===== src/rtl/lvt_regfile_2w4r.sv =====
// 2-write/4-read register file: two banks of four 1w1r copies, selected per read by a Live Value Table.
// Reads are combinational (0 cycles); writes are visible the cycle after the sampling edge; no backpressure.
module lvt_regfile_2w4r #(
   parameter int ADDR_WIDTH = 4,
   parameter int DATA_WIDTH = 32
) (
   input  logic                  clock,
   input  logic                  reset,
   input  logic                  we_0,
   input  logic [ADDR_WIDTH-1:0] write_addr_0,
   input  logic [DATA_WIDTH-1:0] write_data_0,
   input  logic                  we_1,
   input  logic [ADDR_WIDTH-1:0] write_addr_1,
   input  logic [DATA_WIDTH-1:0] write_data_1,
   input  logic [ADDR_WIDTH-1:0] read_addr_0,
   input  logic [ADDR_WIDTH-1:0] read_addr_1,
   input  logic [ADDR_WIDTH-1:0] read_addr_2,
   input  logic [ADDR_WIDTH-1:0] read_addr_3,
   output logic [DATA_WIDTH-1:0] read_data_0,
   output logic [DATA_WIDTH-1:0] read_data_1,
   output logic [DATA_WIDTH-1:0] read_data_2,
   output logic [DATA_WIDTH-1:0] read_data_3,
   output logic                  write_conflict
);

   localparam int DEPTH = 2 ** ADDR_WIDTH;

   logic [DEPTH-1:0]      lvt;
   logic [ADDR_WIDTH-1:0] read_addr [4];
   logic [DATA_WIDTH-1:0] read_data [4];

   assign read_addr[0] = read_addr_0;
   assign read_addr[1] = read_addr_1;
   assign read_addr[2] = read_addr_2;
   assign read_addr[3] = read_addr_3;

   assign read_data_0 = read_data[0];
   assign read_data_1 = read_data[1];
   assign read_data_2 = read_data[2];
   assign read_data_3 = read_data[3];

   // One copy per read port in each bank; bank contents are deliberately never reset.
   for (genvar n = 0; n < 4; n++) begin : g_copy
      logic [DATA_WIDTH-1:0] bank0 [DEPTH];
      logic [DATA_WIDTH-1:0] bank1 [DEPTH];

      always_ff @(posedge clock) begin
         if (we_0) bank0[write_addr_0] <= write_data_0;
         if (we_1) bank1[write_addr_1] <= write_data_1;
      end

      assign read_data[n] = lvt[read_addr[n]] ? bank1[read_addr[n]] : bank0[read_addr[n]];
   end

   // Port 1 assignment comes last so it wins a same-address dual write.
   always_ff @(posedge clock or posedge reset) begin
      if (reset) begin
         lvt <= '0;
      end else begin
         if (we_0) lvt[write_addr_0] <= 1'b0;
         if (we_1) lvt[write_addr_1] <= 1'b1;
      end
   end

   always_ff @(posedge clock or posedge reset) begin
      if (reset) write_conflict <= 1'b0;
      else       write_conflict <= we_0 & we_1 & (write_addr_0 == write_addr_1);
   end

endmodule

===== config.mk =====
export PLATFORM = sky130hd
export DESIGN_NAME = lvt_regfile_2w4r
export DESIGN_NICKNAME = d
export VERILOG_FILES = /design/src/rtl/lvt_regfile_2w4r.sv
export SDC_FILE = /design/constraint.sdc
export NUM_CORES = 2
export LEC_CHECK = 0
export ABC_CLOCK_PERIOD_IN_PS = 5500
export CAP_MARGIN = 20
export CORE_ASPECT_RATIO = 0.9
export CORE_UTILIZATION = 40
export CTS_CLUSTER_DIAMETER = 50
export DETAILED_ROUTE_END_ITERATION = 10
export GPL_ROUTABILITY_DRIVEN = 0
export PLACE_DENSITY_LB_ADDON = 0.08
export SKIP_LAST_GASP = 1
export SYNTH_ARGS = -nofsm -noshare
export SYNTH_HDL_FRONTEND = slang
export SYNTH_SLANG_ARGS = --single-unit
export TNS_END_PERCENT = 5

===== constraint.sdc =====
create_clock -name clock -period 5.5 [get_ports clock]
set_input_delay 1.65 -clock clock [delete_from_list [all_inputs] [get_ports clock]]
set_output_delay 1.65 -clock clock [all_outputs]
set_load 0.02 [all_outputs]

Word-level counts from Yosys, hierarchy flattened
Memories as Yosys holds them, arrays and structs flattened.
Index checks and enable logic that the tools add are counted.
Word-level totals
  bits in registers: 17
  latch bits: 0
  bits in writable memories: 4096
  ROM bits: 0
  bits of input ports: 92
  output and inout bits: 129
  word-level logic and storage cells: 48
  memories kept: 8
Memory list
  g_copy[0].bank0: depth 16, bits a word 32, read ports 1, clocked after Yosys merged registers in 0, wr ports 1, RTL line 44  | logic [DATA_WIDTH-1:0] bank0 [DEPTH];
  g_copy[0].bank1: depth 16, bits a word 32, read ports 1, clocked after Yosys merged registers in 0, wr ports 1, RTL line 45  | logic [DATA_WIDTH-1:0] bank1 [DEPTH];
  g_copy[1].bank0: depth 16, bits a word 32, read ports 1, clocked after Yosys merged registers in 0, wr ports 1, RTL line 44
  g_copy[1].bank1: depth 16, bits a word 32, read ports 1, clocked after Yosys merged registers in 0, wr ports 1, RTL line 45
  g_copy[2].bank0: depth 16, bits a word 32, read ports 1, clocked after Yosys merged registers in 0, wr ports 1, RTL line 44
  g_copy[2].bank1: depth 16, bits a word 32, read ports 1, clocked after Yosys merged registers in 0, wr ports 1, RTL line 45
  2 more memories
Operators by class
  $add $sub $neg: 0
  multiply operators: 0
  div/mod/pow operators: 0
  order comparisons: 8
  equal/unequal tests: 1
  shift operators: 0
  multiplexer cells: 22
  bitwise operators: 5
  reductions and logical operators: 2
Operators by type and width (count)
  32-bit two-way mux: 4
  16-bit two-way mux: 2
  4-bit by 5-bit less-than comparator with 1-bit output (second input constant): 6
  16-bit bitwise AND: 1
  1-bit binary-select mux with 4-bit select: 4
  16-bit NOT: 1
  16-bit OR: 1
  1-bit two-way mux: 10
  1-bit demux with 4-bit select: 2
  4-bit by 1-bit greater-or-equal comparator with 1-bit output (second input constant): 2
  4-bit == test: 1
  1-bit bitwise AND: 2
  1-bit logical AND: 2

Logic depth before layout (Yosys ltp)
  word-level depth: 9
  mapped depth: 8
  depth with buffers taken out: 4

Least setup slack after synthesis
No wires, ideal clock.
  path type: input -> output
  start point: in read_addr_0[0]
  end point: out read_data_0[10]
  arrival time: 3.352 ns
  data required time: 3.850 ns
  slack: 0.498 ns
  stages on the path: 6
  buffers on the path: 2
  path through: buf_2 > buf_1 > mux4_2 > a22oi_1 > nand2_1 > o21a_1
Between the ends
  word-level cells in the longest chain between the ends: 3
  elaborated cells on any way between the ends: 5
  classes of those cells: mux (3); memory (2)
RTL lines
  from (decl): RTL line 15  | input logic [ADDR_WIDTH-1:0] read_addr_0,
  1-bit binary-select mux with 4-bit select: RTL line 52  | assign read_data[n] = lvt[read_addr[n]] ? bank1[read_addr[n]] : bank0[read_addr[n]];
  1-bit two-way mux (not written as such): RTL line 52
  32-bit two-way mux *: RTL line 52
  to (decl): RTL line 19  | output logic [DATA_WIDTH-1:0] read_data_0,
Every way passes the cells marked *; elsewhere a longest branch is shown, timed or not. The select of a mux whose other input is x is not followed.

Worst setup path after layout
  start point: in read_addr_2[3]
  end point: out read_data_2[0]
Between the ends
  word-level cells in the longest chain between the ends: 3
  elaborated cells on any way between the ends: 5
  classes of those cells: mux (3); memory (2)
RTL lines
  from (decl): RTL line 17  | input logic [ADDR_WIDTH-1:0] read_addr_2,
  1-bit binary-select mux with 4-bit select: RTL line 52
  1-bit two-way mux (not written as such): RTL line 52
  32-bit two-way mux *: RTL line 52
  to (decl): RTL line 21  | output logic [DATA_WIDTH-1:0] read_data_2,
Marks and branches as above.

==> results.cfg <==
[critical_path]
critical_path_arrival_ns = 4.11
endpoint_kind = output port
required_ns = 3.85
crit_path_start_kind = primary input
path_max_fanout = 10
worstSetupPathType = primary input to output port

[pwr]
p_per_area_nw_per_um2 = 301
finalPower_mw = 23.9
ir_worst_vdd_v = 0.000324
leakagePower_nw = 26.4

[clock_tree]
clockBufferDepth = 3
tritoncts = yes
path_clk_slew_ns = 0.05
clkLatencyLatePin_ns = 0.78
cts_buffers = 146
root_buffer = clkbuf_16
htreeDepth = 4
clkSinkCount = 1041
cts_hold_buf = 0

[final_layout]
layout_common_cells = mux4_2, edfxtp_1, buf_4, a22oi_1, mux2i_1
final_common_cell = mux4_2
final_util_pct = 50.2
area_growth_pct = 23.9
nets = 4126
drive_gt1_share_pct = 47.4

[yosys]
synth_compound_area_share_pct = 6.35
yosysWarnings = 0
yosys.area_share.simple_pct = 1.43
synth_xor_area_share_pct = 0.0548
synth_top_family_by_area = multiplexers
syn_area_per_cell_sq_um = 18.4
syn-num-nets = 3568
netlist_instances = 3476
ys_types = 28
seq_area_frac_synth_pct = 48.7
synth_area_sq_um = 64000
yosys_register_bits = 1041
synth_mux_area_share_pct = 40.6
synth_fa_ha_area_share_pct = 0

[detailed_routing]
antenna_left = 0
wl_per_cell_um = 39.7
drt_iter0_drc = 4972
drc = 24
drtPass1Iterations = 10
via_per_inst = 6.94
wirelength_mm = 249
vias = 43500

[timing]
fin_ws_ns = -0.263
rsz0062_at_grt = true
finalCritPeriodShare_pct = 105
hold_slack_ns = 0.620
maxSlewViolCount = 0
fmax_mhz = 174
setup_tns_ns = -15.27
finalHoldViolCount = 0
finalSetupViolCount = 107
worstMarginPinSlew_ns = 0.890
slew_headroom_pct = 40.7
period_needed_ns = 5.76
fin_worst_skew_ns = 0

[grt]
grt_max_degree = 49
grt_pass1_vias = 45400
grt_pass1_wl_mm = 350
grt-ovfl-total = 0
gr-usage-all-layers_pct = 30.9
antenna_found_initial = 17

[outcome]
status = finished with violations
failed_checks = design-rule violations, negative setup slack

[floorplanning]
die_w_um = 424
rows = 138
die_h_um = 381
fp.coreArea_sq_um = 158000
fp.dieArea_sq_um = 162000
io_pins = 221
start_util_pct = 40.5

[place]
io_buffers = 220
hpwl_mm = 165

[run]
cap_violations = 0

[min_path]
hold_path.class = register to register
[critical path, cell delays in order]
cell and delay [ns]:
clkdlybuf4s50_1 0.58, buf_4 0.19, nor2b_4 0.24, buf_12 0.22
a22oi_1 0.12, nand2_1 0.24, o21a_1 0.21, clkdlybuf4s50_1 0.63
[through the flow]
step                instance area (sq um)  setup slack, ns  cells
floorplan                           64000            0.498   3476
global placement                    74100           -0.702   5980
detailed placement                  74100           -0.711   5980
CTS                                 79200           -0.267   6250
global route                        79300           -0.294   6259
finish                              79300           -0.263   6261
[metal layers]
metal / routed length [um] / GRT usage, %
met4: 17000 / 18.4
met5: 27 / 0
met1: 91000 / 39.1
met3: 21600 / 6.02
met2: 119000 / 49.6
[logic make-up after synthesis]
family,after synthesis
AND/OR/NAND/NOR,212
AO/OA/AOI/OAI,548
flip-flops,1041
multiplexers,1296
buffers and inverters,375
XOR/XNOR,4
[Yosys cell counts]
cell      count  area, sq um
nor4_1        1         6.26
buf_1         4         15.0
mux2i_1     256         2560
nand2_1     130          488
clkbuf_1    146          548
xnor2_1       1         8.76
o21ai_0      24          120
a22oi_1     384         2880
dfrtp_1      17          425
nor2_1       32          120
o21a_1      128          961
buf_6        15          169
nor2b_1      16          100
o21bai_1      4         30.0
xor2_1        3         26.3
or2_1         4         25.0
nand3_1       3         15.0
mux4_2     1040        23400
inv_1         5         18.8
or3b_2        2         17.5
edfxtp_1   1024        30700
buf_2       192          961
nand2b_1      4         25.0
a22o_1        8         70.1
buf_4        13         97.6
nor3_1        8         40.0
nand3b_1      4         30.0
and2_1        8         50.1
[area by class of cell]
| type | count | area [sq um] |
|---|---|---|
| timing repair buffer | 780 | 8970 |
| sequential | 1041 | 31200 |
| fill | 12800 | 78700 |
| inverter | 5 | 18.8 |
| multi-input combinational | 2060 | 31600 |
| tap | 2100 | 2630 |
| clock buffer | 161 | 3770 |
| clock inverter | 104 | 1070 |
| antenna | 10 | 25.0 |
[worst paths after layout]
kind                           startpoint             end  slack [ns]  cells after the start
min reg2reg                        lvt[0]          lvt[0]        0.62                      2
max                        read_addr_2[3]  read_data_2[0]       -0.26                      8
max reg2reg                        lvt[7]          lvt[7]        4.67                      2
max in group asynchronous           reset         lvt[11]        3.36                      2
min                                lvt[0]          lvt[0]        0.62                      2
min in group asynchronous           reset          lvt[3]        1.62                      2
[report_power, final]
group	switching [mW]	total, mW	internal [mW]
combinational	2.90	5.26	2.36
clock	3.85	9.52	5.67
sequential	0.164	9.08	8.92
total	6.92	23.9	16.9
[sequential cells by signal, summed over array words and instances (netlist names)]
register / count
g_copy.bank1: 512
lvt: 16
g_copy.bank0: 512
write_conflict: 1
[what timing repair did]
item | 4_1_cts | 5_1_grt
resized for setup | 135 | 6
pin swaps | 14 | 1
endpoints found under the setup margin | 128 | 118
setup buffers | 4 | 0
cloned | 1 | 1
endpoints found under the hold margin | 0 | 0
Power figures use the tool's default switching activity.
